### config.mk
export PLATFORM = sky130hd
export DESIGN_NAME = mfp_srec_word_coalescing_ahb_writer_flat
export DESIGN_NICKNAME = d
export VERILOG_FILES = /design/src/rtl/mfp_srec_word_coalescing_ahb_writer_if.sv /design/src/rtl/mfp_srec_word_coalescing_ahb_writer.sv /design/src/flat_wrapper.sv
export SDC_FILE = /design/constraint.sdc
export NUM_CORES = 1
export LEC_CHECK = 0
export CORE_ASPECT_RATIO = 0.5
export CORE_MARGIN = 8
export CORE_UTILIZATION = 59
export DETAILED_ROUTE_END_ITERATION = 10
export GPL_TIMING_DRIVEN = 0
export PLACE_DENSITY_LB_ADDON = 0.1
export SETUP_SLACK_MARGIN = 0.3
export SYNTH_ARGS = -nofsm -noshare
export SYNTH_HDL_FRONTEND = slang
export SYNTH_SLANG_ARGS = --single-unit
export TNS_END_PERCENT = 5
### constraint.sdc
create_clock -name HCLK -period 5.7 [get_ports HCLK]
set_input_delay 1.14 -clock HCLK [delete_from_list [all_inputs] [get_ports HCLK]]
set_output_delay 1.14 -clock HCLK [all_outputs]
set_load 0.05 [all_outputs]
### src/rtl/mfp_srec_word_coalescing_ahb_writer_if.sv
// AHB-Lite write-master bundle for the SREC loader.
// Master drives address/control/data; slave returns HREADY.
interface mfp_srec_word_coalescing_ahb_writer_if;
  logic [31:0] HADDR;
  logic [2:0]  HBURST;
  logic        HMASTLOCK;
  logic [3:0]  HPROT;
  logic [2:0]  HSIZE;
  logic [1:0]  HTRANS;
  logic [31:0] HWDATA;
  logic        HWRITE;
  logic        HREADY;

  modport master (
    output HADDR,
    output HBURST,
    output HMASTLOCK,
    output HPROT,
    output HSIZE,
    output HTRANS,
    output HWDATA,
    output HWRITE,
    input  HREADY
  );

  modport slave (
    input  HADDR,
    input  HBURST,
    input  HMASTLOCK,
    input  HPROT,
    input  HSIZE,
    input  HTRANS,
    input  HWDATA,
    input  HWRITE,
    output HREADY
  );
endinterface

### src/rtl/mfp_srec_word_coalescing_ahb_writer.sv
// Coalesces parser bytes into word entries, queues them,
// and drains them as single AHB-Lite writes.
module mfp_srec_word_coalescing_ahb_writer #(
  parameter int unsigned FIFO_AW   = 2,
  parameter logic [3:0]  HPROT_VAL = 4'b0011
) (
  input  logic        HCLK,
  input  logic        HRESETn,
  input  logic        big_endian,
  input  logic [31:0] write_address,
  input  logic [7:0]  write_byte,
  input  logic        write_enable,
  input  logic        flush,
  mfp_srec_word_coalescing_ahb_writer_if.master ahb,
  output logic        busy,
  output logic        overflow
);

  localparam int unsigned DEPTH = 1 << FIFO_AW;

  typedef struct packed {
    logic [29:0] addr;
    logic [31:0] data;
    logic [3:0]  mask;
  } entry_t;

  typedef enum logic [1:0] {
    S_IDLE,
    S_ADDR,
    S_DATA
  } state_t;

  function automatic logic [1:0] first_lane(
    input logic [3:0] m
  );
    logic [1:0] k;
    if (m[0])      k = 2'd0;
    else if (m[1]) k = 2'd1;
    else if (m[2]) k = 2'd2;
    else           k = 2'd3;
    return k;
  endfunction

  logic [29:0] buf_addr_q, buf_addr_d;
  logic [31:0] buf_data_q, buf_data_d;
  logic [3:0]  buf_mask_q, buf_mask_d;

  entry_t             mem_q [DEPTH];
  logic [FIFO_AW:0]   wptr_q, rptr_q;
  logic               overflow_q;

  state_t      state_q;
  logic [31:0] haddr_q;
  logic [2:0]  hsize_q;
  logic [1:0]  htrans_q;
  logic [31:0] hwdata_q;
  logic        hwrite_q;
  logic [29:0] cur_addr_q;
  logic [31:0] cur_data_q;
  logic [3:0]  rem_mask_q;

  logic [1:0]  lane;
  logic [1:0]  dlane;
  logic [31:0] byte_word;
  logic [31:0] lane_bits;
  logic [3:0]  byte_mask;
  logic        addr_hit;
  logic        push;
  entry_t      push_e;
  logic        empty;
  logic        full;
  logic        pop;
  logic        fifo_we;
  entry_t      head;
  logic [1:0]  head_k;
  logic [1:0]  rem_k;

  assign empty = (wptr_q == rptr_q);
  assign full  = (wptr_q[FIFO_AW] != rptr_q[FIFO_AW]) &&
                 (wptr_q[FIFO_AW-1:0] == rptr_q[FIFO_AW-1:0]);
  assign head  = mem_q[rptr_q[FIFO_AW-1:0]];
  assign pop   = (state_q == S_IDLE) && !empty;
  assign fifo_we = push && (!full || pop);
  assign head_k = first_lane(head.mask);
  assign rem_k  = first_lane(rem_mask_q);

  always_comb begin
    lane      = write_address[1:0];
    dlane     = big_endian ? ~lane : lane;
    byte_word = {24'h0, write_byte} << {dlane, 3'b000};
    lane_bits = 32'h0000_00ff << {dlane, 3'b000};
    byte_mask = 4'b0001 << lane;
    addr_hit  = (write_address[31:2] == buf_addr_q);
    push       = 1'b0;
    push_e     = '0;
    buf_addr_d = buf_addr_q;
    buf_data_d = buf_data_q;
    buf_mask_d = buf_mask_q;
    if (write_enable && (buf_mask_q != 4'h0) && !addr_hit) begin
      // New word: retire the old one, keep only this byte.
      push       = 1'b1;
      push_e     = '{buf_addr_q, buf_data_q, buf_mask_q};
      buf_addr_d = write_address[31:2];
      buf_data_d = byte_word;
      buf_mask_d = byte_mask;
    end else begin
      if (write_enable) begin
        buf_addr_d = write_address[31:2];
        buf_data_d = (buf_data_q & ~lane_bits) | byte_word;
        buf_mask_d = buf_mask_q | byte_mask;
      end
      if ((buf_mask_d == 4'hf) ||
          (flush && (buf_mask_d != 4'h0))) begin
        push       = 1'b1;
        push_e     = '{buf_addr_d, buf_data_d, buf_mask_d};
        buf_data_d = 32'h0;
        buf_mask_d = 4'h0;
      end
    end
  end

  always_ff @(posedge HCLK or negedge HRESETn) begin
    if (!HRESETn) begin
      buf_addr_q <= 30'h0;
      buf_data_q <= 32'h0;
      buf_mask_q <= 4'h0;
    end else begin
      buf_addr_q <= buf_addr_d;
      buf_data_q <= buf_data_d;
      buf_mask_q <= buf_mask_d;
    end
  end

  always_ff @(posedge HCLK) begin
    if (fifo_we) begin
      mem_q[wptr_q[FIFO_AW-1:0]] <= push_e;
    end
  end

  always_ff @(posedge HCLK or negedge HRESETn) begin
    if (!HRESETn) begin
      wptr_q     <= '0;
      rptr_q     <= '0;
      overflow_q <= 1'b0;
    end else begin
      if (fifo_we) begin
        wptr_q <= wptr_q + 1'b1;
      end
      if (pop) begin
        rptr_q <= rptr_q + 1'b1;
      end
      if (push && full && !pop) begin
        overflow_q <= 1'b1;
      end
    end
  end

  always_ff @(posedge HCLK or negedge HRESETn) begin
    if (!HRESETn) begin
      state_q    <= S_IDLE;
      haddr_q    <= 32'h0;
      hsize_q    <= 3'b000;
      htrans_q   <= 2'b00;
      hwdata_q   <= 32'h0;
      hwrite_q   <= 1'b0;
      cur_addr_q <= 30'h0;
      cur_data_q <= 32'h0;
      rem_mask_q <= 4'h0;
    end else begin
      unique case (state_q)
        S_IDLE: begin
          if (!empty) begin
            cur_addr_q <= head.addr;
            cur_data_q <= head.data;
            htrans_q   <= 2'b10;
            hwrite_q   <= 1'b1;
            state_q    <= S_ADDR;
            if (head.mask == 4'hf) begin
              haddr_q    <= {head.addr, 2'b00};
              hsize_q    <= 3'b010;
              rem_mask_q <= 4'h0;
            end else begin
              haddr_q    <= {head.addr, head_k};
              hsize_q    <= 3'b000;
              rem_mask_q <= head.mask & (head.mask - 4'd1);
            end
          end
        end
        S_ADDR: begin
          if (ahb.HREADY) begin
            htrans_q <= 2'b00;
            hwrite_q <= 1'b0;
            hwdata_q <= cur_data_q;
            state_q  <= S_DATA;
          end
        end
        S_DATA: begin
          if (ahb.HREADY) begin
            if (rem_mask_q != 4'h0) begin
              haddr_q    <= {cur_addr_q, rem_k};
              hsize_q    <= 3'b000;
              htrans_q   <= 2'b10;
              hwrite_q   <= 1'b1;
              rem_mask_q <= rem_mask_q & (rem_mask_q - 4'd1);
              state_q    <= S_ADDR;
            end else begin
              state_q <= S_IDLE;
            end
          end
        end
        default: state_q <= S_IDLE;
      endcase
    end
  end

  assign ahb.HADDR     = haddr_q;
  assign ahb.HBURST    = 3'b000;
  assign ahb.HMASTLOCK = 1'b0;
  assign ahb.HPROT     = HPROT_VAL;
  assign ahb.HSIZE     = hsize_q;
  assign ahb.HTRANS    = htrans_q;
  assign ahb.HWDATA    = hwdata_q;
  assign ahb.HWRITE    = hwrite_q;

  assign busy = (buf_mask_q != 4'h0) || !empty ||
                (state_q != S_IDLE);
  assign overflow = overflow_q;

endmodule

### src/flat_wrapper.sv
// flat-port wrapper written by rule: the top's interface ports become plain ports
module mfp_srec_word_coalescing_ahb_writer_flat 
#(
  parameter int unsigned FIFO_AW   = 2,
  parameter logic [3:0]  HPROT_VAL = 4'b0011
)
  (HCLK, HRESETn, big_endian, write_address, write_byte, write_enable, flush, busy, overflow, ahb_HADDR, ahb_HBURST, ahb_HMASTLOCK, ahb_HPROT, ahb_HSIZE, ahb_HTRANS, ahb_HWDATA, ahb_HWRITE, ahb_HREADY);
  mfp_srec_word_coalescing_ahb_writer_if ahb_i ();
  input  logic HCLK;
  input  logic HRESETn;
  input  logic big_endian;
  input  logic [31:0] write_address;
  input  logic [7:0] write_byte;
  input  logic write_enable;
  input  logic flush;
  output logic busy;
  output logic overflow;
  output wire logic [$bits(ahb_i.HADDR)-1:0] ahb_HADDR;
  output wire logic [$bits(ahb_i.HBURST)-1:0] ahb_HBURST;
  output wire logic [$bits(ahb_i.HMASTLOCK)-1:0] ahb_HMASTLOCK;
  output wire logic [$bits(ahb_i.HPROT)-1:0] ahb_HPROT;
  output wire logic [$bits(ahb_i.HSIZE)-1:0] ahb_HSIZE;
  output wire logic [$bits(ahb_i.HTRANS)-1:0] ahb_HTRANS;
  output wire logic [$bits(ahb_i.HWDATA)-1:0] ahb_HWDATA;
  output wire logic [$bits(ahb_i.HWRITE)-1:0] ahb_HWRITE;
  input wire logic [$bits(ahb_i.HREADY)-1:0] ahb_HREADY;
  assign ahb_HADDR = ahb_i.HADDR;
  assign ahb_HBURST = ahb_i.HBURST;
  assign ahb_HMASTLOCK = ahb_i.HMASTLOCK;
  assign ahb_HPROT = ahb_i.HPROT;
  assign ahb_HSIZE = ahb_i.HSIZE;
  assign ahb_HTRANS = ahb_i.HTRANS;
  assign ahb_HWDATA = ahb_i.HWDATA;
  assign ahb_HWRITE = ahb_i.HWRITE;
  assign ahb_i.HREADY = ahb_HREADY;
  mfp_srec_word_coalescing_ahb_writer #(.FIFO_AW(FIFO_AW), .HPROT_VAL(HPROT_VAL)) u_core (.HCLK(HCLK), .HRESETn(HRESETn), .big_endian(big_endian), .write_address(write_address), .write_byte(write_byte), .write_enable(write_enable), .flush(flush), .ahb(ahb_i), .busy(busy), .overflow(overflow));
endmodule
---- Word level (Yosys, flattened, before mapping) ----
Memories as Yosys holds them, arrays and structs flattened.
Index checks and enable logic that the tools add are counted.
operators by class
  eq/ne operators ......................... 12
  add/subtract/negate cells ............... 4
  reduce and logical (&&, ||, !) cells .... 28
  mux-type cells .......................... 52
  shifts and indexed selects .............. 3
  bitwise logic cells ..................... 8
operator list
  kind                  count
  $mux 32               6
  $mux 66               2
  $pmux 32 s2           1
  $mux 30               2
  $and 32x32->32        1
  $mux 4                8
  $not 32->32           1
  $or 32x32->32         1
  $shl 8x5->32          1
  $shl 8x5->32 const A  1
  $eq 30x30->1          1
  $mux 2                14
  $pmux 2 s3            2
  $reduce_bool 4->1     3
  $mux 1                11
  $mux 3                3
  $and 4x4->4           2
  $eq 4x4->1 const B    2
  $logic_and 1x1->1     8
  $pmux 4 s2            1
  $sub 4x1->4 const B   2
  $add 3x1->3 const B   2
  $ne 2x2->1 const B    3
  $pmux 3 s2            1
  other kinds (20)      28
word-level totals
  output and inout bits ................... 80
  input port bits ......................... 46
  RAM bits ................................ 264
  logic and storage cells ................. 123
  memories kept ........................... 1
  flip-flop bits (word level) ............. 211
memories
  name          words  width  rd ports  clocked after Yosys merged registers in  wr ports  line                                       RTL
  u_core.mem_q  4      66     1         0                                        1         mfp_srec_word_coalescing_ahb_writer.sv:48  entry_t mem_q [DEPTH];

---- Logic depth before layout (Yosys ltp) ----
  depth after elaboration ................. 12
  gate-level depth with buffers ........... 10
  depth with buffers taken out ............ 6

---- Worst setup path before layout ----
OpenSTA, ideal clock, no wires.
  path type ............................... input to register
  from .................................... input port write_address[1]
  to ...................................... memory u_core.mem_q[3][0] (netlist name), enable pin
  buffers on the path ..................... 3
  path slack .............................. -0.296 ns
  stages on the path ...................... 8
  required time ........................... 5.185 ns
  arrival ................................. 5.481 ns
  setup time .............................. 0.515 ns
  cell sequence ........................... buf_2 > nand2b_4 > nor2_1 > o211ai_1 > a31o_1 > buf_2 > buf_2 > a21oi_1
between the ends
  cells in the longest elaborated chain, start to end .. 12
  elaborated cells between the ends (all ways) .. 13
  classes of those cells .................. eq/ne: 1; shift: 1; mux: 6; bitwise: 1; reduce/logical: 4
ends and longest elaborated chain
  what                            line                                        RTL
  start: declaration              flat_wrapper.sv:12                          input logic [31:0] write_address;
  $shl 1x2->4 *                   mfp_srec_word_coalescing_ahb_writer.sv:92   byte_mask = 4'b0001 << lane;
  $or 4x4->4 *                    mfp_srec_word_coalescing_ahb_writer.sv:110  buf_mask_d = buf_mask_q | byte_mask;
  $mux 4 *                        mfp_srec_word_coalescing_ahb_writer.sv:107  if (write_enable) begin
  $mux 4 *                        mfp_srec_word_coalescing_ahb_writer.sv:99   if (write_enable && (buf_mask_q != 4'h0) && !addr_hit) begin
  $reduce_bool 4->1               mfp_srec_word_coalescing_ahb_writer.sv:113  (flush && (buf_mask_d != 4'h0))) begin
  $logic_and 1x1->1               mfp_srec_word_coalescing_ahb_writer.sv:113
  $logic_or 1x1->1 *              mfp_srec_word_coalescing_ahb_writer.sv:112  if ((buf_mask_d == 4'hf) ||
  $mux 1 *                        mfp_srec_word_coalescing_ahb_writer.sv:112
  $mux 1 *                        mfp_srec_word_coalescing_ahb_writer.sv:99
  $logic_and 1x1->1 *             mfp_srec_word_coalescing_ahb_writer.sv:83   assign fifo_we = push && (!full || pop);
  $mux 1 *                        mfp_srec_word_coalescing_ahb_writer.sv:135  if (fifo_we) begin
  $mux 1 (not written as such) *  mfp_srec_word_coalescing_ahb_writer.sv:136  mem_q[wptr_q[FIFO_AW-1:0]] <= push_e;
  end: declaration                mfp_srec_word_coalescing_ahb_writer.sv:48
Every way passes the cells marked *; elsewhere a longest branch is shown, timed or not. The select of a mux whose other input is x is not followed.

---- Worst setup path after layout ----
  from .................................... register u_core.buf_mask_q[1]
  to ...................................... output port busy
between the ends
  cells in the longest elaborated chain, start to end .. 3
ends and longest elaborated chain
  what                            line                                        RTL
  start: declaration              mfp_srec_word_coalescing_ahb_writer.sv:46   logic [3:0] buf_mask_q, buf_mask_d;
  start signal: assignment        mfp_srec_word_coalescing_ahb_writer.sv:130  buf_mask_q <= buf_mask_d;
  $reduce_bool 4->1               mfp_srec_word_coalescing_ahb_writer.sv:225  assign busy = (buf_mask_q != 4'h0) || !empty ||
  $logic_or 1x1->1 (2 in series)  mfp_srec_word_coalescing_ahb_writer.sv:225
  end: declaration                flat_wrapper.sv:16                          output logic busy;
No other way between the ends.

==> results.sh <==
export IMPL_status="completed"
export IMPL_hold_path_class="flip-flop to flip-flop"
export IMPL_fin_crit_ns=3.739
export IMPL_worstSetupStartpointType="flip-flop"
export IMPL_routed_wl_um=41660
export IMPL_ys_async_sr_fraction_pct=43.83
export IMPL_layout_cells_most_common_list="edfxtp_1, dfrtp_1, mux2_2, clkdlybuf4s50_1, nand2_1"
export IMPL_nets=1399
export IMPL_root_buffer="clkbuf_16"
export IMPL_ios=126
export IMPL_setup_ws_ns=1.961
export IMPL_max_vdd_ir_drop_mv=0.2793
export IMPL_rsz0062_at_grt="false"
export IMPL_clk_latency_ns=0.55
export IMPL_std_cell_rows=46
export IMPL_p_int_w=0.008458
export IMPL_synth_flop_cell="edfxtp_1"
export IMPL_antenna_left=0
export IMPL_hpwl_um=28010
export IMPL_grt_overflow=0
export IMPL_vias=10925
export IMPL_finalClockSkew_ns=0.02041
export IMPL_die_w_um=271.9
export IMPL_avgRoutedWirePerCell_um=22.98
export IMPL_diodes=0
export IMPL_setup_violations=0
export IMPL_relSlewSlack_pct=34.00
export IMPL_htreeDepth=2
export IMPL_ys_ff_latch=470
export IMPL_area_growth_synth_to_final_pct=16.55
export IMPL_p_clk_share_pct=21.7
export IMPL_max_clock_freq_mhz=267.4
export IMPL_synth_cell_types=55
export IMPL_initial_core_util_pct=60.48
export IMPL_syn_inst=1185
export IMPL_p_comb_share_pct=38.2
export IMPL_p_leak_nw=8.591
export IMPL_cts_hold_fix_buffers=0
export IMPL_dieArea_um2=39140
export IMPL_synth_seq_area_share_pct=67.72
export IMPL_post_cts_setup_buffer_count=0
export IMPL_critical_path_max_fanout=6
export IMPL_die_h_um=144.0
export IMPL_drtIter0Drc=790
export IMPL_cts_buffers=41
export IMPL_cp_data_arrival_time_ns=2.60
export IMPL_nFillCells=2139
export IMPL_ctsResizeCount=0
export IMPL_yosysTopAreaCellShare_pct=41.03
export IMPL_postSynthAreaPerCell_um2=16.30
export IMPL_cts_tree="done"
export IMPL_cts_buffer_depth=3
export IMPL_synth_area_leaders="edfxtp_1, dfrtp_1, mux4_2"
export IMPL_slew_violations=0
export IMPL_gp_congestion=0.8367
export IMPL_port_buffers=104
export IMPL_antenna_found_initial=1
export IMPL_crit_type="flip-flop to output pin"
export IMPL_drive_gt1_share_pct=25.49
export IMPL_first_global_vias=11481
export IMPL_mostFrequentLayoutCell="edfxtp_1"
export IMPL_p_per_area_nw_per_um2=576.2
export IMPL_dpl_worst_slack_ns=1.436
export IMPL_detail_route_vias_per_cell=6.026
export IMPL_total_power_w=0.01298
export IMPL_final_util_pct=70.49
export IMPL_worst_hold_slack_ns=0.4746
export IMPL_netSwitchingFraction_pct=34.81
export IMPL_finalHoldViolCount=0
export IMPL_grtUsageTotal_pct=21.48
export IMPL_synth_top_cell_by_area="edfxtp_1"
export IMPL_synth_edff_count=264
export IMPL_p_seq_share_pct=40.1
export IMPL_core_area_um2=31940
export IMPL_max_cap_viol_count=0
export IMPL_grt_pass1_wl_um=65210
export IMPL_min_period_over_period_pct=65.60
export IMPL_grt_max_degree=109
export IMPL_critPathCaptureType="output pin"
export IMPL_netlist_area_um2=19320
export IMPL_first_pass_iters=5
export IMPL_drcViolationCount=0
export IMPL_cts_sinks=470
export IMPL_clk_pin_slew_worst_paths_ns=0.07
export IMPL_cp_required_ns=4.56
export IMPL_worst_pin_slew_ns=0.9900
export IMPL_switchingPower_w=0.004517
export IMPL_ys_warn_count=0
==> cell type report <==
type | instances | area (um2) | share of cell area, %
buffer | 93 | 481.7 | 2.139
multi-input combinational | 623 | 5778 | 25.66
timing repair buffer | 111 | 1239 | 5.501
clock buffer | 54 | 1179 | 5.234
clock inverter | 22 | 187.7 | 0.8335
sequential | 470 | 13080 | 58.10
inverter | 8 | 30.03 | 0.1334
tap | 432 | 540.5 | 2.400
==> per-layer routing <==
metal,vias up,track usage (%),part of all wire [%]
met5,-,0,0.036
met4,2,6.447,2.4
met3,73,4.296,6.5
met2,355,36.46,50
met1,5652,28.17,41
li1,4843,-,-
==> cell families after synthesis <==
kind of cell / Yosys count / share of synthesized area [%]
DFF: 470 / 67.72
muxes: 226 / 16.81
and+or+nand+nor: 174 / 4.184
AOI/OAI and AO/OA: 170 / 6.599
buffers and inverters: 101 / 2.649
xor gates and xnor gates: 37 / 1.677
adders and majority gates: 5 / 0.3238
other: 2 / 0.03887
==> worst paths after layout <==
kind	cells past startpoint	start	end	slack [ns]
setup / recovery	5	u_core.buf_mask_q[1]$_DFF_PN0_	busy	1.96
hold / removal	1	u_core.overflow$_DFFE_PN0P_	u_core.overflow$_DFFE_PN0P_	0.47
setup reg to reg	7	u_core.buf_addr_q[7]$_DFF_PN0_	u_core.mem_q[2][19]$_DFFE_PP_	2.64
hold reg to reg	1	u_core.overflow$_DFFE_PN0P_	u_core.overflow$_DFFE_PN0P_	0.47
max in group asynchronous	2	HRESETn	u_core.cur_addr_q[14]$_DFFE_PN0P_	4.04
min in group asynchronous	1	HRESETn	u_core.cur_data_q[15]$_DFFE_PN0P_	0.62
==> per-stage QoR <==
stage | std cells | TNS [ns] | area (um2)
floorplan | 1194 | 0 | 19360
global placement | 1730 | -1206.91 | 20940
detailed placement | 1737 | 0 | 21150
CTS | 1813 | 0 | 22520
global route | 1813 | 0 | 22520
finish | 1813 | 0 | 22520
==> power by group through the flow <==
| stage | clock network [W] | logic [W] | registers [W] |
|---|---|---|---|
| after CTS | 0.00286 | 0.00503 | 0.00521 |
| final | 0.00282 | 0.00496 | 0.00520 |
| after floorplan | 0 | 0.00265 | 0.00602 |
| after detailed placement | 0 | 0.00500 | 0.00528 |
| after global placement | 0 | 0.00478 | 0.00527 |
| after global routing | 0.00300 | 0.00531 | 0.00531 |
==> cells in the mapped netlist (all sizes together) (8+ instances only) <==
| cell | n |
|---|---|
| nor2 | 40 |
| and2 | 11 |
| xor2 | 32 |
| o21ai | 45 |
| clkbuf | 29 |
| buf | 64 |
| mux2 | 128 |
| and3 | 8 |
| mux2i | 32 |
| mux4 | 66 |
| a21oi | 41 |
| a32o | 66 |
| dfrtp | 206 |
| inv | 8 |
| nand2 | 81 |
| edfxtp | 264 |
==> flip-flops by register name, summed over array words and instances (netlist names), 4 cells and up <==
register / cells
u_core.ahb.HADDR: 32
u_core.ahb.HWDATA: 32
u_core.buf_addr_q: 30
u_core.buf_data_q: 32
u_core.buf_mask_q: 4
u_core.cur_addr_q: 30
u_core.cur_data_q: 32
u_core.mem_q: 264
==> worst max-delay path: stages (launching register included) <==
cell and delay (ns):
dfrtp_1 0.43, or3_1 0.43, nand2b_1 0.28, nor2_1 0.15
nand2_1 0.06, clkdlybuf4s50_1 0.70
Power figures use the tool's default switching activity.
